[src/rtl/lsu_dmem_ctrl.sv]
// lsu_dmem_ctrl: load/store unit that validates requests, drives the data memory's write-type port
// and returns a registered, sign/zero-extended response that is held under backpressure.
module lsu_dmem_ctrl #(
  parameter int DEPTH_WORDS = 64,
  parameter int FCNT_W      = 8
) (
  input  logic              clk,
  input  logic              reset_n,
  input  logic              req_valid,
  output logic              req_ready,
  input  logic              req_we,
  input  logic [2:0]        req_funct3,
  input  logic [31:0]       req_addr,
  input  logic [31:0]       req_wdata,
  output logic              resp_valid,
  input  logic              resp_ready,
  output logic [31:0]       resp_rdata,
  output logic              resp_fault,
  output logic [1:0]        resp_cause,
  output logic [FCNT_W-1:0] fault_cnt,
  output logic [1:0]        mem_we,
  output logic [31:0]       mem_a,
  output logic [31:0]       mem_wd,
  input  logic [31:0]       mem_rd
);
  typedef enum logic [1:0] {IDLE, ACCESS, RESP} state_t;
  state_t            state_q;
  logic              we_q, valid_q, fault_q;
  logic [2:0]        f3_q;
  logic [31:0]       addr_q, wdata_q, rdata_q, rdata_d;
  logic [1:0]        cause_q, cause_d;
  logic [FCNT_W-1:0] fcnt_q;
  logic              illegal, misal, oor, sx;
  logic [7:0]        b;
  logic [15:0]       h;
  // funct3[1:0] encodes access size (00 byte, 01 half, 10 word); funct3[2] marks unsigned loads
  always_comb begin
    illegal = we_q ? (f3_q[2] || f3_q[1:0] == 2'b11) : (f3_q[1:0] == 2'b11 || f3_q[2:1] == 2'b11);
    misal   = (f3_q[1:0] == 2'b01 && addr_q[0]) || (f3_q[1:0] == 2'b10 && addr_q[1:0] != 2'b00);
    oor     = addr_q >= 32'(DEPTH_WORDS * 4);
    cause_d = illegal ? 2'b01 : misal ? 2'b10 : oor ? 2'b11 : 2'b00;
    b       = 8'(mem_rd >> {addr_q[1:0], 3'b000});
    h       = addr_q[1] ? mem_rd[31:16] : mem_rd[15:0];
    sx      = !f3_q[2];
    rdata_d = (we_q || cause_d != 2'b00) ? 32'd0 :
              f3_q[1:0] == 2'b00 ? {{24{sx & b[7]}}, b} :
              f3_q[1:0] == 2'b01 ? {{16{sx & h[15]}}, h} : mem_rd;
    mem_we  = (state_q == ACCESS && we_q && cause_d == 2'b00) ?
              (f3_q[1:0] == 2'b00 ? 2'b11 : f3_q[1:0] == 2'b01 ? 2'b10 : 2'b01) : 2'b00;
  end
  assign req_ready  = state_q == IDLE;
  assign mem_a      = addr_q;
  assign mem_wd     = wdata_q;
  assign resp_valid = valid_q;
  assign resp_rdata = rdata_q;
  assign resp_fault = fault_q;
  assign resp_cause = cause_q;
  assign fault_cnt  = fcnt_q;
  always_ff @(posedge clk or negedge reset_n) begin
    if (!reset_n) begin
      state_q <= IDLE;
      we_q    <= 1'b0;
      f3_q    <= 3'd0;
      addr_q  <= 32'd0;
      wdata_q <= 32'd0;
      valid_q <= 1'b0;
      fault_q <= 1'b0;
      cause_q <= 2'b00;
      rdata_q <= 32'd0;
      fcnt_q  <= '0;
    end else begin
      case (state_q)
        IDLE: if (req_valid) begin
          we_q    <= req_we;
          f3_q    <= req_funct3;
          addr_q  <= req_addr;
          wdata_q <= req_wdata;
          state_q <= ACCESS;
        end
        ACCESS: begin
          rdata_q <= rdata_d;
          fault_q <= cause_d != 2'b00;
          cause_q <= cause_d;
          valid_q <= 1'b1;
          if (cause_d != 2'b00 && !(&fcnt_q)) fcnt_q <= fcnt_q + 1'b1;
          state_q <= RESP;
        end
        RESP: if (resp_ready) begin
          valid_q <= 1'b0;
          state_q <= IDLE;
        end
        default: state_q <= IDLE;
      endcase
    end
  end
endmodule

[config.mk]
export PLATFORM = sky130hd
export DESIGN_NAME = lsu_dmem_ctrl
export DESIGN_NICKNAME = d
export VERILOG_FILES = /design/src/rtl/lsu_dmem_ctrl.sv
export SDC_FILE = /design/constraint.sdc
export NUM_CORES = 1
export LEC_CHECK = 0
export ABC_AREA = 1
export CAP_MARGIN = 20
export CORE_MARGIN = 8
export CORE_UTILIZATION = 43
export DETAILED_ROUTE_END_ITERATION = 12
export PLACE_DENSITY = 0.82
export SKIP_CTS_REPAIR_TIMING = 1
export SLEW_MARGIN = 0
export SYNTH_ARGS = -nofsm -noshare
export SYNTH_HDL_FRONTEND = slang
export SYNTH_SLANG_ARGS = --single-unit
[constraint.sdc]
create_clock -name clk -period 2.05 [get_ports clk]
set_input_delay 0.41 -clock clk [delete_from_list [all_inputs] [get_ports clk]]
set_output_delay 0.41 -clock clk [all_outputs]
set_load 0.05 [all_outputs]
-- After elaboration in Yosys (flattened, before gate mapping)
Cells that the tools add are included.
Widths: inputs -> output; s select.
- register bits after elaboration: 114
- output and inout port bits: 111
- add/subtract/negate cells: 1
- order comparisons: 1
- equal/unequal tests: 8
- shifts and indexed selects: 1
- mux-type cells: 16
- bitwise logic cells: 2
- reductions and logical operators: 22
- operators with widths (kind ; number):
    $mux 32 ; 3
    $ge 32x9->1 const B ; 1
    $shr 32x5->8 ; 1
    $mux 16 ; 1
    $mux 2 ; 8
    $add 8x1->8 const B ; 1
    $eq 2x2->1 const B ; 4
    $reduce_and 2->1 ; 4
    $reduce_and 8->1 ; 1
    $logic_not 2->1 ; 3
    $pmux 2 s3 ; 1
    $reduce_bool 2->1 ; 3
    $logic_and 1x1->1 ; 5
    $eq 2x1->1 const B ; 2
    $logic_or 1x1->1 ; 4
    $ne 2x2->1 const B ; 2
    $and 1x1->1 ; 2
    $logic_not 1->1 ; 2
    $mux 1 ; 2
    $pmux 1 s2 ; 1

-- Longest topological paths before layout
- depth in word-level cells: 8
- depth in mapped cells: 11
- gate-level depth less buffers: 10

-- Least setup slack after synthesis
No wires, ideal clock.
- path kind: register to output
- start: register addr_q[20] (netlist: mem_a[20])
- end: output port mem_we[0]
- arrival: 1.907 ns
- data required time: 1.640 ns
- slack: -0.267 ns
- stages on the path, launching flop included: 8
- path buffers: 0
- cell sequence: dfrtp_1 -> nor2_1 -> nand2_1 -> nor2_1 -> nand2_1 -> nor2_1 -> nand4_1 -> nor2_1
- word-level cells in the longest chain between the ends: 7
- RTL lines (what ; RTL line ; text):
    start: declaration ; 30 ; logic [31:0] addr_q, wdata_q, rdata_q, rdata_d;
    start signal: assignment ; 76 ; addr_q <= req_addr;
    $ge 32x9->1 ; 40 ; oor = addr_q >= 32'(DEPTH_WORDS * 4);
    $mux 2 (3 in a row) ; 41 ; cause_d = illegal ? 2'b01 : misal ? 2'b10 : oor ? 2'b11 : 2'b00;
    $logic_not 2->1 ; 48 ; mem_we = (state_q == ACCESS && we_q && cause_d == 2'b00) ?
    $logic_and 1x1->1 ; 48 ;
    $mux 2 ; 48 ;
    end: declaration ; 21 ; output logic [1:0] mem_we,
No other way between the ends.

-- Worst setup path after layout
- start: register addr_q[25] (netlist: mem_a[25])
- end: output port mem_we[1]
The elaborated chain is that of the path after synthesis.

==> reports/summary.log <==
INFO  die            die_area=16,550squm
INFO  timing         setup_tns=-476.8ps
INFO  timing         finalWorstSetupSlack=-246.8ps
INFO  cts            clk_path_buf_depth=2
INFO  cts            cts_root_buffer=sky130_fd_sc_hd__clkbuf_16
INFO  drt            vias=5,628
INFO  finish         layout.cells.most_common=sky130_fd_sc_hd__nand2_1
INFO  synth          synth-seq-cells=114
INFO  critical_path  max_stage_delay=400ps
INFO  drt            wl_per_cell=16.82um
INFO  synth          ys_async_sr_fraction=100.0%
INFO  placement      post-dp-hpwl=13,160um
INFO  timing         max_clock_freq=435.4MHz
INFO  grt            gr-usage-met2=35.38%
INFO  critical_path  path_common_cell=sky130_fd_sc_hd__nor2_4
INFO  placement      gp_congestion=0.8783
INFO  placement      placed_cells_incl_taps=1,070
INFO  timing         fin_crit=2297ps
INFO  flow_run       drv.max_cap_violation_count=0
INFO  power_and_ir_drop combinationalPowerShare=52.2%
INFO  power_and_ir_drop power_per_cell_area=1648nW/um^2
INFO  grt            met1_usage=26.13%
INFO  timing         finalCritPeriodShare=112.0%
INFO  drt            detail_route.first_pass.iterations=5
INFO  cts            worst_skew_pair.late_latency=410ps
INFO  synth          syn_area=5458squm
INFO  drt            initialDrtViolationCount=476
INFO  power_and_ir_drop switchingPower=6.639mW
INFO  outcome        failing_checks=negative setup slack
INFO  synth          dominantRegCellSynth=sky130_fd_sc_hd__dfrtp_1
INFO  cts            worst_setup_hold_path_clk_slew=50ps
INFO  synth          netlist.area_leader.share=52.27%
INFO  finish         layout-area-overhead-vs-synth=57.47%
INFO  critical_path  crit_type=reg2out
INFO  timing         max_slew.worst_pin.slew=613.2ps
INFO  power_and_ir_drop p_int=7.524mW
INFO  outcome        run_status=complete, but fails checks
INFO  timing         number_of_endpoints_with_negative_hold_slack_in_the_final_report=0
INFO  cts            htree_num_levels=4
INFO  finish         insertedDiodeCount=0
INFO  power_and_ir_drop ir_drop=1088uV
INFO  synth          synth.yosys.warnings=0
INFO  finish         most_frequent_cells_in_the_layout=sky130_fd_sc_hd__nand2_1 (331), sky130_fd_sc_hd__clkdlybuf4s50_1 (147), sky130_fd_sc_hd__dfrtp_1 (114)
INFO  grt            antenna_violations_before_repair=1
INFO  finish         final_layout_size_suffix_gt1_share=11.70%
INFO  power_and_ir_drop p_clk_share=22.8%
INFO  finish         layout.nets=1,024
INFO  placement      minimum_setup_slack_after_placement=64.19ps
INFO  grt            global_route.usage.met3=12.91%
INFO  min_path       hold_class=in2async
INFO  cts            clock-sinks=114
INFO  timing         timing_max_transition_violations_final=0
INFO  synth          gate_count_after_technology_mapping=702
INFO  power_and_ir_drop seq_power_share=25.0%
INFO  drt            drt-vias-per-instance=5.098
INFO  synth          synth.area.top_cells=sky130_fd_sc_hd__dfrtp_1 (52%), sky130_fd_sc_hd__nand2_1 (23%), sky130_fd_sc_hd__nand4_1 (4.6%)
INFO  timing         grt_setup_unrepaired=yes
INFO  timing         setup-violations-final=2
INFO  grt            grt_max_degree=115
INFO  drt            detail-route-antenna-nets=0
INFO  critical_path  cp_arrival=1890ps
INFO  critical_path  cp_max_fo=3
INFO  critical_path  reg2reg_from=fault_cnt[0]$_DFFE_PN0P_
INFO  synth          synth_top_area_cell=sky130_fd_sc_hd__dfrtp_1
INFO  power_and_ir_drop design_power_total=14.16mW
INFO  placement      buffer_ports.inserted=214
INFO  cts            tritoncts=built
INFO  die            die_w=128.7um
INFO  die            ioPinCount=215
INFO  critical_path  end_kind=output port
INFO  drt            drc_markers=0
INFO  timing         fin_skew=10.14ps
INFO  grt            grt_use_total=22.78%
INFO  die            core_region_area=12,520squm
INFO  power_and_ir_drop power.static_leakage=4.717nW
INFO  synth          mapped_avg_cell_area=7.775squm
INFO  grt            busiest_layer=met2
INFO  synth          number_of_flops_mapped_to_enable_cells_by_yosys=0
INFO  critical_path  worstPathCellList=nor2_1 -> nand2_1 -> nor2_4 -> nand2_2 -> nor2_4 -> nand4_1 -> nor2_2 -> buf_12
INFO  power_and_ir_drop switching_share=46.88%
INFO  grt            grt_first_pass_wirelength=29,300um
INFO  finish         post_layout_nonfiller_instances=1,104
INFO  critical_path  critPathLaunch=mem_a[25]$_DFFE_PN0P_
INFO  synth          synth_sequential_area_ratio=52.27%
INFO  critical_path  cp.required=1640ps
INFO  synth          yosys.cell_types.count=29
INFO  die            rows=41
INFO  critical_path  start_kind=register
INFO  grt            grt_pass1_vias=5,643
INFO  die            floorplan.initialDensity=43.60%
INFO  timing         timing.slew.headroom=59.12%
INFO  die            die_y=128.7um
INFO  cts            cts_made_buffers=17
INFO  grt            grt_overflow=0
INFO  synth          syn-num-nets=807
INFO  drt            detail_route.wirelength=18,570um
INFO  critical_path  crit_path_top_delay_cell=sky130_fd_sc_hd__dfrtp_1
## sequential cells by signal, indices dropped and copies added, names as in the netlist
| signal | count |
|---|---|
| we_q | 1 |
| state_q | 2 |
| f3_q | 3 |
| resp_valid | 1 |
| mem_wd | 32 |
| resp_cause | 2 |
| fault_cnt | 8 |
| resp_rdata | 32 |
| resp_fault | 1 |
| mem_a | 32 |
## final timing paths
check	to	slack, ps	depth (start not counted)
setup / recovery	mem_we[1]	-250	8
hold / removal	resp_rdata[0]$_DFFE_PN0P_	60	2
setup reg to reg	fault_cnt[2]$_DFFE_PN0P_	320	7
hold reg to reg	mem_wd[18]$_DFFE_PN0P_	470	2
max in group asynchronous	state_q[0]$_DFFE_PN0P_	1500	2
min in group clk	mem_wd[18]$_DFFE_PN0P_	470	2
## synth_stat cells (2+ instances only)
library cell and number:
sky130_fd_sc_hd__nand2_1 333, sky130_fd_sc_hd__dfrtp_1 114, sky130_fd_sc_hd__nand4_1 40, sky130_fd_sc_hd__a21oi_1 31
sky130_fd_sc_hd__inv_1 31, sky130_fd_sc_hd__nor2_1 27, sky130_fd_sc_hd__nand3_1 24, sky130_fd_sc_hd__o21ai_0 24
sky130_fd_sc_hd__buf_2 19, sky130_fd_sc_hd__clkbuf_1 13, sky130_fd_sc_hd__o21ai_1 7, sky130_fd_sc_hd__xor2_1 6
sky130_fd_sc_hd__inv_2 5, sky130_fd_sc_hd__o211ai_1 4, sky130_fd_sc_hd__buf_6 3, sky130_fd_sc_hd__nor2_2 3
sky130_fd_sc_hd__nor2_4 3, sky130_fd_sc_hd__buf_4 2, sky130_fd_sc_hd__nand3_2 2, sky130_fd_sc_hd__nor3_1 2
## metrics by stage
step | area, sq um | hold slack, ps | util (%)
after detailed placement | 7809 | 465.2 | 62.39
after global routing | 8594 | 109.3 | 68.66
after global placement | 7809 | 461.2 | 62.39
after floorplan | 5465 | 114.4 | -
final | 8594 | 64.16 | 68.66
after CTS | 8453 | 94.26 | 67.53
## power groups by stage
stage,logic [mW],registers (mW),clock network [mW]
global placement,7.28,3.52,0
finish,7.39,3.55,3.22
floorplan,2.38,5.88,0
global route,7.93,3.65,3.38
CTS,7.37,3.55,3.28
detailed placement,7.33,3.55,0
## layout make-up
cell class,instances,area (sq um)
clock buffer,22,464.2
multi-input combinational,512,2301
inverter,38,146.4
clock inverter,10,180.2
timing repair buffer,236,2435
tap,172,215.2
sequential,114,2853
fill,1022,3923
## metal layers
layer  vias up  routed length (um)
met3        20                2574
li1       2681                   -
met5         -                   0
met1      2628                7025
met4         0                 198
met2       299                8775
## kinds of logic after synthesis
group	synth area share, %
AOI/OAI and AO/OA	6.534
buffers and inverters	6.281
xor gates and xnor gates	0.9629
and+or+nand+nor	33.72
adders and majority gates	0.2292
DFF	52.27
## worst max-delay path, delay by kind of cell, from the launching register on
family	cells	cell delay (ps)
and+or+nand+nor	7	930
buffers and inverters	1	150
DFF	1	400
(Power assumes the default switching activity.)
